===== config.mk =====
export PLATFORM = sky130hd
export DESIGN_NAME = adc_sar_mc_ctrl_flat
export DESIGN_NICKNAME = d
export VERILOG_FILES = /design/src/rtl/adc_sar_mc_ctrl_if.sv /design/src/rtl/adc_sar_mc_ctrl.sv /design/src/flat_wrapper.sv
export SDC_FILE = /design/constraint.sdc
export NUM_CORES = 1
export LEC_CHECK = 0
export BUFFER_PORTS_ARGS = -buffer_cell sky130_fd_sc_hd__buf_2
export CORE_UTILIZATION = 53
export DETAILED_ROUTE_END_ITERATION = 10
export HOLD_SLACK_MARGIN = 0.1
export PLACE_DENSITY_LB_ADDON = 0.12
export SYNTH_ARGS = -nofsm -noshare
export SYNTH_HDL_FRONTEND = slang
export SYNTH_SLANG_ARGS = --single-unit

===== constraint.sdc =====
create_clock -name clk_dig -period 4.3 [get_ports clk_dig]
set_input_delay 0.215 -clock clk_dig [delete_from_list [all_inputs] [get_ports clk_dig]]
set_output_delay 0.215 -clock clk_dig [all_outputs]
set_load 0.1 [all_outputs]

===== src/rtl/adc_sar_mc_ctrl_if.sv =====
`default_nettype none
// ============================================================================
// adc_sar_mc_ctrl_if : register-side and analog-core signals of the SAR controller
// Revision: 1.0
// ============================================================================
interface adc_sar_mc_ctrl_if #(
  parameter int RES      = 12,
  parameter int CHANNELS = 4,
  parameter int RESULT_W = 16
);
  localparam int CW = $clog2(CHANNELS);

  logic                start_conversion_in;
  logic [CHANNELS-1:0] channel_mask_in;
  logic [3:0]          osr_log2_in;
  logic                continuous_in;
  logic                comparator_in;
  logic                sample_out;
  logic [RES-1:0]      dac_code_out;
  logic [CW-1:0]       chan_sel_out;
  logic [RESULT_W-1:0] result_out;
  logic [CW-1:0]       result_channel_out;
  logic                conversion_finished_out;
  logic                conversion_finished_osr_out;
  logic                busy_out;

  // master is the controller; slave is the register block plus analog core
  modport master (
    input  start_conversion_in, channel_mask_in, osr_log2_in, continuous_in, comparator_in,
    output sample_out, dac_code_out, chan_sel_out, result_out, result_channel_out,
           conversion_finished_out, conversion_finished_osr_out, busy_out
  );
  modport slave (
    output start_conversion_in, channel_mask_in, osr_log2_in, continuous_in, comparator_in,
    input  sample_out, dac_code_out, chan_sel_out, result_out, result_channel_out,
           conversion_finished_out, conversion_finished_osr_out, busy_out
  );
endinterface
`default_nettype wire


===== src/rtl/adc_sar_mc_ctrl.sv =====
`default_nettype none
// ============================================================================
// adc_sar_mc_ctrl : multi-channel SAR ADC controller with per-channel oversampling
// Revision: 1.0
// ============================================================================
module adc_sar_mc_ctrl #(
  parameter int RES           = 12,
  parameter int CHANNELS      = 4,
  parameter int OSR_MAX_LOG2  = 4,
  parameter int RESULT_W      = 16,
  parameter int SAMPLE_CYCLES = 2
) (
  input  logic              clk_dig,
  input  logic              rst,
  adc_sar_mc_ctrl_if.master bus
);
  localparam int CW    = $clog2(CHANNELS);
  localparam int ACC_W = RES + OSR_MAX_LOG2;
  localparam int SW    = (ACC_W > RESULT_W) ? ACC_W : RESULT_W;
  localparam int CNT_W = OSR_MAX_LOG2 + 1;
  localparam int SMP_W = (SAMPLE_CYCLES > 1) ? $clog2(SAMPLE_CYCLES) : 1;
  localparam int STP_W = $clog2(RES);

  localparam logic [1:0] S_IDLE    = 2'd0;
  localparam logic [1:0] S_SAMPLE  = 2'd1;
  localparam logic [1:0] S_CONVERT = 2'd2;
  localparam logic [1:0] S_ACCUM   = 2'd3;

  localparam logic [RES-1:0] MSB_TRIAL = {1'b1, {(RES-1){1'b0}}};
  localparam logic [3:0]     OSR_CLAMP = 4'(OSR_MAX_LOG2);

  // {found, index} of the lowest set mask bit strictly above 'above'
  function automatic logic [CW:0] pick_chan(input logic [CHANNELS-1:0] mask, input int above);
    logic [CW:0] r;
    r = '0;
    for (int i = CHANNELS - 1; i >= 0; i--) begin
      if (mask[i] && (i > above)) r = {1'b1, CW'(i)};
    end
    return r;
  endfunction

  logic [1:0]          state_q, state_d;
  logic [SMP_W-1:0]    smp_q, smp_d;
  logic [STP_W-1:0]    step_q, step_d;
  logic [RES-1:0]      code_q, code_d;
  logic [ACC_W-1:0]    acc_q, acc_d;
  logic [CNT_W-1:0]    ocnt_q, ocnt_d;
  logic [CHANNELS-1:0] mask_q, mask_d;
  logic [3:0]          osr_q, osr_d;
  logic [CW-1:0]       chan_q, chan_d;
  logic [RESULT_W-1:0] result_q, result_d;
  logic [CW-1:0]       rchan_q, rchan_d;
  logic                fin_q, fin_d;
  logic                fin_osr_q, fin_osr_d;
  logic                sample_q, sample_d;
  logic                busy_q, busy_d;

  logic [RES-1:0]      trial;
  logic [RES-1:0]      final_code;
  logic [ACC_W-1:0]    sum;
  logic [RESULT_W-1:0] sat;
  logic [3:0]          osr_in_clamped;
  logic                osr_last;
  logic [CW:0]         first_in;
  logic [CW:0]         next_hi;

  assign osr_in_clamped = (bus.osr_log2_in > OSR_CLAMP) ? OSR_CLAMP : bus.osr_log2_in;
  assign osr_last       = (ocnt_q == CNT_W'((32'd1 << osr_q) - 32'd1));
  assign first_in       = pick_chan(bus.channel_mask_in, -1);
  assign next_hi        = pick_chan(mask_q, int'(chan_q));

  // Current trial bit keeps the comparator decision, next lower bit becomes the new trial
  assign trial      = MSB_TRIAL >> step_q;
  assign final_code = (bus.comparator_in ? code_q : (code_q & ~trial)) | (trial >> 1);
  assign sum        = acc_q + ACC_W'(final_code);
  assign sat        = (SW'(sum) > SW'({RESULT_W{1'b1}})) ? {RESULT_W{1'b1}} : RESULT_W'(SW'(sum));

  always_comb begin
    state_d   = state_q;
    smp_d     = smp_q;
    step_d    = step_q;
    code_d    = code_q;
    acc_d     = acc_q;
    ocnt_d    = ocnt_q;
    mask_d    = mask_q;
    osr_d     = osr_q;
    chan_d    = chan_q;
    result_d  = result_q;
    rchan_d   = rchan_q;
    fin_d     = 1'b0;
    fin_osr_d = 1'b0;
    case (state_q)
      S_IDLE: begin
        if (bus.start_conversion_in && (|bus.channel_mask_in)) begin
          state_d = S_SAMPLE;
          mask_d  = bus.channel_mask_in;
          osr_d   = osr_in_clamped;
          acc_d   = '0;
          ocnt_d  = '0;
          smp_d   = '0;
          code_d  = '0;
          chan_d  = first_in[CW-1:0];
        end
      end
      S_SAMPLE: begin
        if (smp_q == SMP_W'(SAMPLE_CYCLES - 1)) begin
          state_d = S_CONVERT;
          step_d  = '0;
          code_d  = MSB_TRIAL;
        end else begin
          smp_d = smp_q + 1'b1;
        end
      end
      S_CONVERT: begin
        code_d = final_code;
        if (step_q == STP_W'(RES - 1)) begin
          // Pulses and result are registered here so they appear in the ACCUM cycle
          state_d = S_ACCUM;
          fin_d   = 1'b1;
          if (osr_last) begin
            acc_d     = '0;
            result_d  = sat;
            rchan_d   = chan_q;
            fin_osr_d = 1'b1;
          end else begin
            acc_d = sum;
          end
        end else begin
          step_d = step_q + 1'b1;
        end
      end
      S_ACCUM: begin
        state_d = S_SAMPLE;
        smp_d   = '0;
        code_d  = '0;
        if (!osr_last) begin
          ocnt_d = ocnt_q + 1'b1;
        end else begin
          ocnt_d = '0;
          if (next_hi[CW]) begin
            chan_d = next_hi[CW-1:0];
          end else if (bus.continuous_in && (|bus.channel_mask_in)) begin
            mask_d = bus.channel_mask_in;
            osr_d  = osr_in_clamped;
            chan_d = first_in[CW-1:0];
          end else begin
            state_d = S_IDLE;
          end
        end
      end
      default: state_d = S_IDLE;
    endcase
    sample_d = (state_d == S_SAMPLE);
    busy_d   = (state_d != S_IDLE);
  end

  always_ff @(posedge clk_dig or posedge rst) begin
    if (rst) begin
      state_q   <= S_IDLE;
      smp_q     <= '0;
      step_q    <= '0;
      code_q    <= '0;
      acc_q     <= '0;
      ocnt_q    <= '0;
      mask_q    <= '0;
      osr_q     <= '0;
      chan_q    <= '0;
      result_q  <= '0;
      rchan_q   <= '0;
      fin_q     <= 1'b0;
      fin_osr_q <= 1'b0;
      sample_q  <= 1'b0;
      busy_q    <= 1'b0;
    end else begin
      state_q   <= state_d;
      smp_q     <= smp_d;
      step_q    <= step_d;
      code_q    <= code_d;
      acc_q     <= acc_d;
      ocnt_q    <= ocnt_d;
      mask_q    <= mask_d;
      osr_q     <= osr_d;
      chan_q    <= chan_d;
      result_q  <= result_d;
      rchan_q   <= rchan_d;
      fin_q     <= fin_d;
      fin_osr_q <= fin_osr_d;
      sample_q  <= sample_d;
      busy_q    <= busy_d;
    end
  end

  assign bus.sample_out                  = sample_q;
  assign bus.dac_code_out                = code_q;
  assign bus.chan_sel_out                = chan_q;
  assign bus.result_out                  = result_q;
  assign bus.result_channel_out          = rchan_q;
  assign bus.conversion_finished_out     = fin_q;
  assign bus.conversion_finished_osr_out = fin_osr_q;
  assign bus.busy_out                    = busy_q;
endmodule
`default_nettype wire


===== src/flat_wrapper.sv =====
// flat-port wrapper written by rule: the top's interface ports become plain ports
module adc_sar_mc_ctrl_flat 
#(
  parameter int RES           = 12,
  parameter int CHANNELS      = 4,
  parameter int OSR_MAX_LOG2  = 4,
  parameter int RESULT_W      = 16,
  parameter int SAMPLE_CYCLES = 2
)
  (clk_dig, rst, bus_start_conversion_in, bus_channel_mask_in, bus_osr_log2_in, bus_continuous_in, bus_comparator_in, bus_sample_out, bus_dac_code_out, bus_chan_sel_out, bus_result_out, bus_result_channel_out, bus_conversion_finished_out, bus_conversion_finished_osr_out, bus_busy_out);
  adc_sar_mc_ctrl_if #(.RES(RES), .CHANNELS(CHANNELS), .RESULT_W(RESULT_W)) bus_i ();
  input  logic clk_dig;
  input  logic rst;
  input wire logic [$bits(bus_i.start_conversion_in)-1:0] bus_start_conversion_in;
  input wire logic [$bits(bus_i.channel_mask_in)-1:0] bus_channel_mask_in;
  input wire logic [$bits(bus_i.osr_log2_in)-1:0] bus_osr_log2_in;
  input wire logic [$bits(bus_i.continuous_in)-1:0] bus_continuous_in;
  input wire logic [$bits(bus_i.comparator_in)-1:0] bus_comparator_in;
  output wire logic [$bits(bus_i.sample_out)-1:0] bus_sample_out;
  output wire logic [$bits(bus_i.dac_code_out)-1:0] bus_dac_code_out;
  output wire logic [$bits(bus_i.chan_sel_out)-1:0] bus_chan_sel_out;
  output wire logic [$bits(bus_i.result_out)-1:0] bus_result_out;
  output wire logic [$bits(bus_i.result_channel_out)-1:0] bus_result_channel_out;
  output wire logic [$bits(bus_i.conversion_finished_out)-1:0] bus_conversion_finished_out;
  output wire logic [$bits(bus_i.conversion_finished_osr_out)-1:0] bus_conversion_finished_osr_out;
  output wire logic [$bits(bus_i.busy_out)-1:0] bus_busy_out;
  assign bus_i.start_conversion_in = bus_start_conversion_in;
  assign bus_i.channel_mask_in = bus_channel_mask_in;
  assign bus_i.osr_log2_in = bus_osr_log2_in;
  assign bus_i.continuous_in = bus_continuous_in;
  assign bus_i.comparator_in = bus_comparator_in;
  assign bus_sample_out = bus_i.sample_out;
  assign bus_dac_code_out = bus_i.dac_code_out;
  assign bus_chan_sel_out = bus_i.chan_sel_out;
  assign bus_result_out = bus_i.result_out;
  assign bus_result_channel_out = bus_i.result_channel_out;
  assign bus_conversion_finished_out = bus_i.conversion_finished_out;
  assign bus_conversion_finished_osr_out = bus_i.conversion_finished_osr_out;
  assign bus_busy_out = bus_i.busy_out;
  adc_sar_mc_ctrl #(.RES(RES), .CHANNELS(CHANNELS), .OSR_MAX_LOG2(OSR_MAX_LOG2), .RESULT_W(RESULT_W), .SAMPLE_CYCLES(SAMPLE_CYCLES)) u_core (.clk_dig(clk_dig), .rst(rst), .bus(bus_i));
endmodule

# Yosys cells after proc, flatten, opt, wreduce, memory -nomap -nowiden
# Cells that the tools add are included.
# op_classes
addsub	5
muxes	53
eq_ne	14
bitwise	3
order_cmp	5
n_reduce_logical	20
n_shift	2
# ops
op	count
$mux W16	4
$pmux W12 S4	1
$mux W4	11
$mux W12	3
$pmux W16 S2	1
$mux W2	13
$pmux W4 S2	3
$add A16 B12 Y16	1
$gt A16 B16 Y1 const B	1
$and A12 B12 Y12	1
$not A12 Y12	1
$or A12 B11 Y12	1
$shr A12 B4 Y12 const A	1
$mux W5	2
$ne A2 B1 Y1 const B	5
$pmux W5 S2	1
$mux W3	3
$reduce_and A3 Y1	3
$mux W1	8
$pmux W2 S4	1
$reduce_bool A2 Y1	4
$reduce_and A2 Y1	3
$add A5 B1 Y5 const B	1
$eq A5 B5 Y1	1
other kinds (20)	28
# totals
regBits	72
output_inout_bits	36
wordCells	117

# Logic depth before layout (Yosys ltp)
# logic_depth
depth_word	9
mapped_depth	14

# Worst setup path before layout
# Ideal clock, no wire load.
# synth_path
kind	reg2reg
startpoint	register u_core.code_q[0], in the netlist u_core.bus.dac_code_out[0]
endpoint	register u_core.result_q[10], in the netlist u_core.bus.result_out[10]
path_stages_with_launch	11
path_slack_ps	1327
arrival_ps	2845
n_path_buf	0
synth_period_minus_slack_ps	2973
path_cell_list	dfrtp_1 a22o_1 ha_1 inv_1 fa_1 nor2b_1 o2111ai_1 a21oi_1 nor2_1 xnor2_1 mux2_1
# synth_between
elab_chain_cells	6
# synth_rtl
element	line_no	source
from (decl)	adc_sar_mc_ctrl.sv:45	logic [RES-1:0] code_q, code_d;
from (signal assigned)	adc_sar_mc_ctrl.sv:178	code_q <= code_d;
$and A12 B12 Y12	adc_sar_mc_ctrl.sv:74	assign final_code = (bus.comparator_in ? code_q : (code_q & ~trial)) | (trial >> 1);
$mux W12 (*)	adc_sar_mc_ctrl.sv:74	
$or A12 B11 Y12 (*)	adc_sar_mc_ctrl.sv:74	
$add A16 B12 Y16 (*)	adc_sar_mc_ctrl.sv:75	assign sum = acc_q + ACC_W'(final_code);
$gt A16 B16 Y1	adc_sar_mc_ctrl.sv:76	assign sat = (SW'(sum) > SW'({RESULT_W{1'b1}})) ? {RESULT_W{1'b1}} : RESULT_W'(SW'(sum));
$mux W16 (*)	adc_sar_mc_ctrl.sv:76	
to (signal assigned)	adc_sar_mc_ctrl.sv:184	result_q <= result_d;
to (decl)	adc_sar_mc_ctrl.sv:51	logic [RESULT_W-1:0] result_q, result_d;
# Mark *: on every way between the ends. The rest lies on a longest branch, timed or not.
# A chain may end at the register's enable or synchronous reset.

# Worst setup path after layout
# layout_path
startpoint	register u_core.step_q[2]
endpoint	register u_core.acc_q[12]
# layout_between
elab_chain_cells	9
word_cells_on_any_way	12
classes_between	1 x add/sub; 2 x eq/ne; 1 x shift; 4 x mux; 3 x bitwise; 1 x reduce/logical
# layout_rtl
element	line_no	source
from (decl)	adc_sar_mc_ctrl.sv:44	logic [STP_W-1:0] step_q, step_d;
from (signal assigned)	adc_sar_mc_ctrl.sv:177	step_q <= step_d;
$shr A12 B4 Y12	adc_sar_mc_ctrl.sv:73	assign trial = MSB_TRIAL >> step_q;
$not A12 Y12	adc_sar_mc_ctrl.sv:74	
$and A12 B12 Y12	adc_sar_mc_ctrl.sv:74	
$mux W12	adc_sar_mc_ctrl.sv:74	
$or A12 B11 Y12	adc_sar_mc_ctrl.sv:74	
$add A16 B12 Y16	adc_sar_mc_ctrl.sv:75	
$mux W16	adc_sar_mc_ctrl.sv:120	if (osr_last) begin
$mux W16	adc_sar_mc_ctrl.sv:116	if (step_q == STP_W'(RES - 1)) begin
$pmux W16 S2	adc_sar_mc_ctrl.sv:92	case (state_q)
to (signal assigned)	adc_sar_mc_ctrl.sv:163	acc_q <= '0;
to (signal assigned)	adc_sar_mc_ctrl.sv:179	acc_q <= acc_d;
to (decl)	adc_sar_mc_ctrl.sv:46	logic [ACC_W-1:0] acc_q, acc_d;
# Parallel ways exist; a longest one is shown, timed or not. The select of a mux whose other input is x is not followed.

==> qor.yml <==
start_kind: "register"
path_clk_slew_ns: 0.08
drtAntennaViolNets: 0
crit_path_cell_trace: "inv_1 > ha_1 > inv_1 > or3_1 > a22o_1 > ha_1 > inv_1 > fa_1 > nor2b_1 > o2111ai_1 > a21oi_1 > o41ai_1 > a21oi_1 > mux2i_1"
drive_above_1_share_pct: 16.5
grt-ovfl-total: 0
cts_tree: "done"
fin_tns_setup_ns: 0
die_area_um2: 8430
grt.met1_usage_pct: 30.4
yosysMostFrequentCell: "dfrtp_1"
cts_buffers: 9
vdd_drop_max_uv: 161
postSynthCellCount: 439
port_buffers: 48
multi_input_area_um2: 2360
dr.pass1.iters: 6
antenna_found_initial: 0
outcome: "finished clean"
fin_worst_skew_ns: 0.00797
insertion_delay_ns: 0.35
p_leak_nw: 2.35
fillers: 688
yosysTopAreaCellShare_pct: 41.5
vias: 3397
power_mw: 1.82
syn-num-nets: 481
maxCapViolCount: 0
fin_crit_sh_pct: 77.5
yosysTopAreaCell: "dfrtp_1"
clock.fmax_ghz: 0.300
grt-busiest-layer: "met2"
grt_max_degree: 43
critPathMostFrequentCell: "inv_1"
power.density_nw_per_um2: 374
use_met2_pct: 39.3
root_buffer: "clkbuf_8"
worst_setup_path_end_kind: "register"
grt_usage_pct: 24.0
nets: 534
slew_headroom_pct: 20.5
initial_core_util_pct: 55.1
die_w_um: 91.8
clock-sinks: 71
hold_viol: 0
synth_area_leaders: "dfrtp_1, ha_1, a22o_1, nand2_1, mux2_1"
synth.distinct_cells: 57
rows: 32
synth_area_per_cell_um2: 9.74
tightest_slew_ns: 1.18
arrival_ns: 3.61
critPathSlowestCell: "o41ai_1"
synth_area_um2: 4280
grt_pass1_wl_mm: 15.7
synthToLayoutAreaGrowth_pct: 13.5
maxSlewViolCount: 0
hold_class: "input port to register"
cp_top_family: "compound AO/OA/AOI/OAI gates"
register_area_um2: 1780
synth-edff-count: 0
cp_slowest_stage_delay_ns: 0.46
htree_levels: 3
vias_per_cell: 5.68
die_h_um: 91.8
gp_congestion: 0.926
synth_flop_cell: "dfrtp_1"
path_class: "register to register"
ys_ff_latch: 71
cts_buffer_depth: 2
cp_max_fo: 7
first_iter_violations: 129
synth_commonest_cells: "dfrtp_1, nand2_1, ha_1, o21ai_0, inv_1"
drc: 0
wire_per_inst_um: 15.7
wl_mm: 9.36
ios: 49
worstPathRequired_ns: 4.57
yosys_warnings: 0
async_reset_ff_share_pct: 100
coreArea_um2: 7770
met3_usage_pct: 4.48
period_needed_ns: 3.33
dp_hpwl_mm: 7.04
diodes: 0
ys_seq_area_share_pct: 41.5
rsz0062_at_grt: "no"
cp.buffers_inverters: 3
grt_pass1_vias: 3345
setup_viol: 0
[flip-flops by register name, summed over array words and instances, names as in the netlist]
signal / count
u_core.mask_q: 3
u_core.bus.dac_code_out: 12
u_core.smp_q: 1
u_core.bus.busy_out: 1
u_core.bus.sample_out: 1
u_core.bus.conversion_finished_out: 1
u_core.step_q: 4
u_core.acc_q: 16
u_core.osr_q: 4
u_core.bus.chan_sel_out: 2
u_core.bus.result_out: 16
u_core.ocnt_q: 5
u_core.bus.conversion_finished_osr_out: 1
u_core.state_q: 2
u_core.bus.result_channel_out: 2
[worst reg2reg max path: cells and delay by family (launching register included)]
kind | cells | cell delay, ns
AO/OA/AOI/OAI | 5 | 1.25
adder cells (fa/ha/maj) | 3 | 0.62
flip-flops | 1 | 0.45
AND/OR/NAND/NOR | 2 | 0.43
buffers and inverters | 3 | 0.31
multiplexers | 1 | 0.19
[cell type report]
| type | instances | area share [%] |
|---|---|---|
| multi-input cells | 331 | 48.5 |
| flip-flops and latches | 71 | 36.6 |
| repair buffers | 54 | 6.03 |
| well taps | 102 | 2.63 |
| clock buffers | 9 | 2.55 |
| inverters | 25 | 1.93 |
| clock inverters | 6 | 1.78 |
[per-layer routing]
| layer | vias up | part of all wire (%) |
|---|---|---|
| li1 | 1700 | - |
| met1 | 1612 | 47 |
| met2 | 71 | 47 |
| met3 | 14 | 3.7 |
| met4 | 0 | 2.3 |
| met5 | - | 0 |
[power breakdown]
part	switching, mW	internal, mW	leakage (nW)
sequential	0.0470	0.722	0.866
combinational	0.264	0.203	1.38
clock	0.257	0.322	0.105
total	0.568	1.25	2.35
[layout by cell type, fill, tap and decap left out, types with 3 or more instances in the layout]
| cell type | Yosys | final |
|---|---|---|
| a21o_1 | 5 | 5 |
| a21oi_1 | 23 | 23 |
| a22o_1 | 22 | 22 |
| a22oi_1 | 3 | 3 |
| a31oi_1 | 6 | 6 |
| buf_2 | 5 | 48 |
| buf_4 | 0 | 3 |
| clkbuf_8 | 0 | 9 |
| dfrtp_1 | 71 | 71 |
| dlygate4sd3_1 | 0 | 3 |
| ha_1 | 28 | 28 |
| inv_1 | 24 | 23 |
| mux2_1 | 13 | 13 |
| mux2_4 | 4 | 4 |
| mux2i_1 | 6 | 6 |
| nand2_1 | 51 | 51 |
| nand2b_1 | 6 | 6 |
| nand3_1 | 22 | 22 |
| nand4_1 | 3 | 3 |
| nor2_1 | 20 | 20 |
| nor2b_1 | 11 | 11 |
| nor3_1 | 5 | 5 |
| o211ai_1 | 3 | 3 |
| o21a_1 | 3 | 3 |
| o21ai_0 | 28 | 28 |
| o21ai_1 | 7 | 7 |
| o22ai_1 | 3 | 3 |
| o31ai_1 | 4 | 4 |
| o41ai_1 | 3 | 3 |
| or2_1 | 3 | 3 |
| or3_1 | 3 | 3 |
| xnor2_1 | 9 | 9 |
| xor2_1 | 7 | 7 |
[stage by stage]
step	instance area, um^2	instances	util (%)	setup WS [ns]	hold WS, ns
floorplan	4280	439	-	1.33	0.349
global placement	4620	580	59.4	1.10	0.462
detailed placement	4620	580	59.4	1.02	0.467
CTS	4860	598	62.5	0.973	0.123
global route	4860	598	62.5	0.662	0.140
finish	4860	598	62.5	0.966	0.135
[what timing repair did]
item                                   4_1_cts  5_1_grt
hold buffers                                 3        0
resized for setup                            0        0
endpoints found under the hold margin       43        0
setup buffers                                0        0
[final timing paths]
| path | from | depth (start not counted) | to | slack, ns |
|---|---|---|---|---|
| setup / recovery | u_core.step_q[2] | 14 | u_core.acc_q[12] | 0.97 |
| max in group asynchronous | rst | 4 | u_core.bus.dac_code_out[4] | 2.79 |
| min in group asynchronous | rst | 3 | u_core.mask_q[2] | 0.60 |
| hold / removal | bus_osr_log2_in[2] | 4 | u_core.osr_q[1] | 0.13 |
| hold reg to reg | u_core.bus.result_out[6] | 1 | u_core.bus.result_out[6] | 0.49 |
| setup reg to reg | u_core.step_q[2] | 14 | u_core.acc_q[12] | 0.97 |
[kinds of logic after synthesis]
logic type	Yosys count	synth area share, %
and+or+nand+nor	135	15.9
xor gates and xnor gates	16	3.28
AOI/OAI and AO/OA	126	20.5
DFF	71	41.5
muxes	25	6.76
adders and majority gates	29	8.66
buffers and inverters	37	3.39
Power figures use the tool's default switching activity.
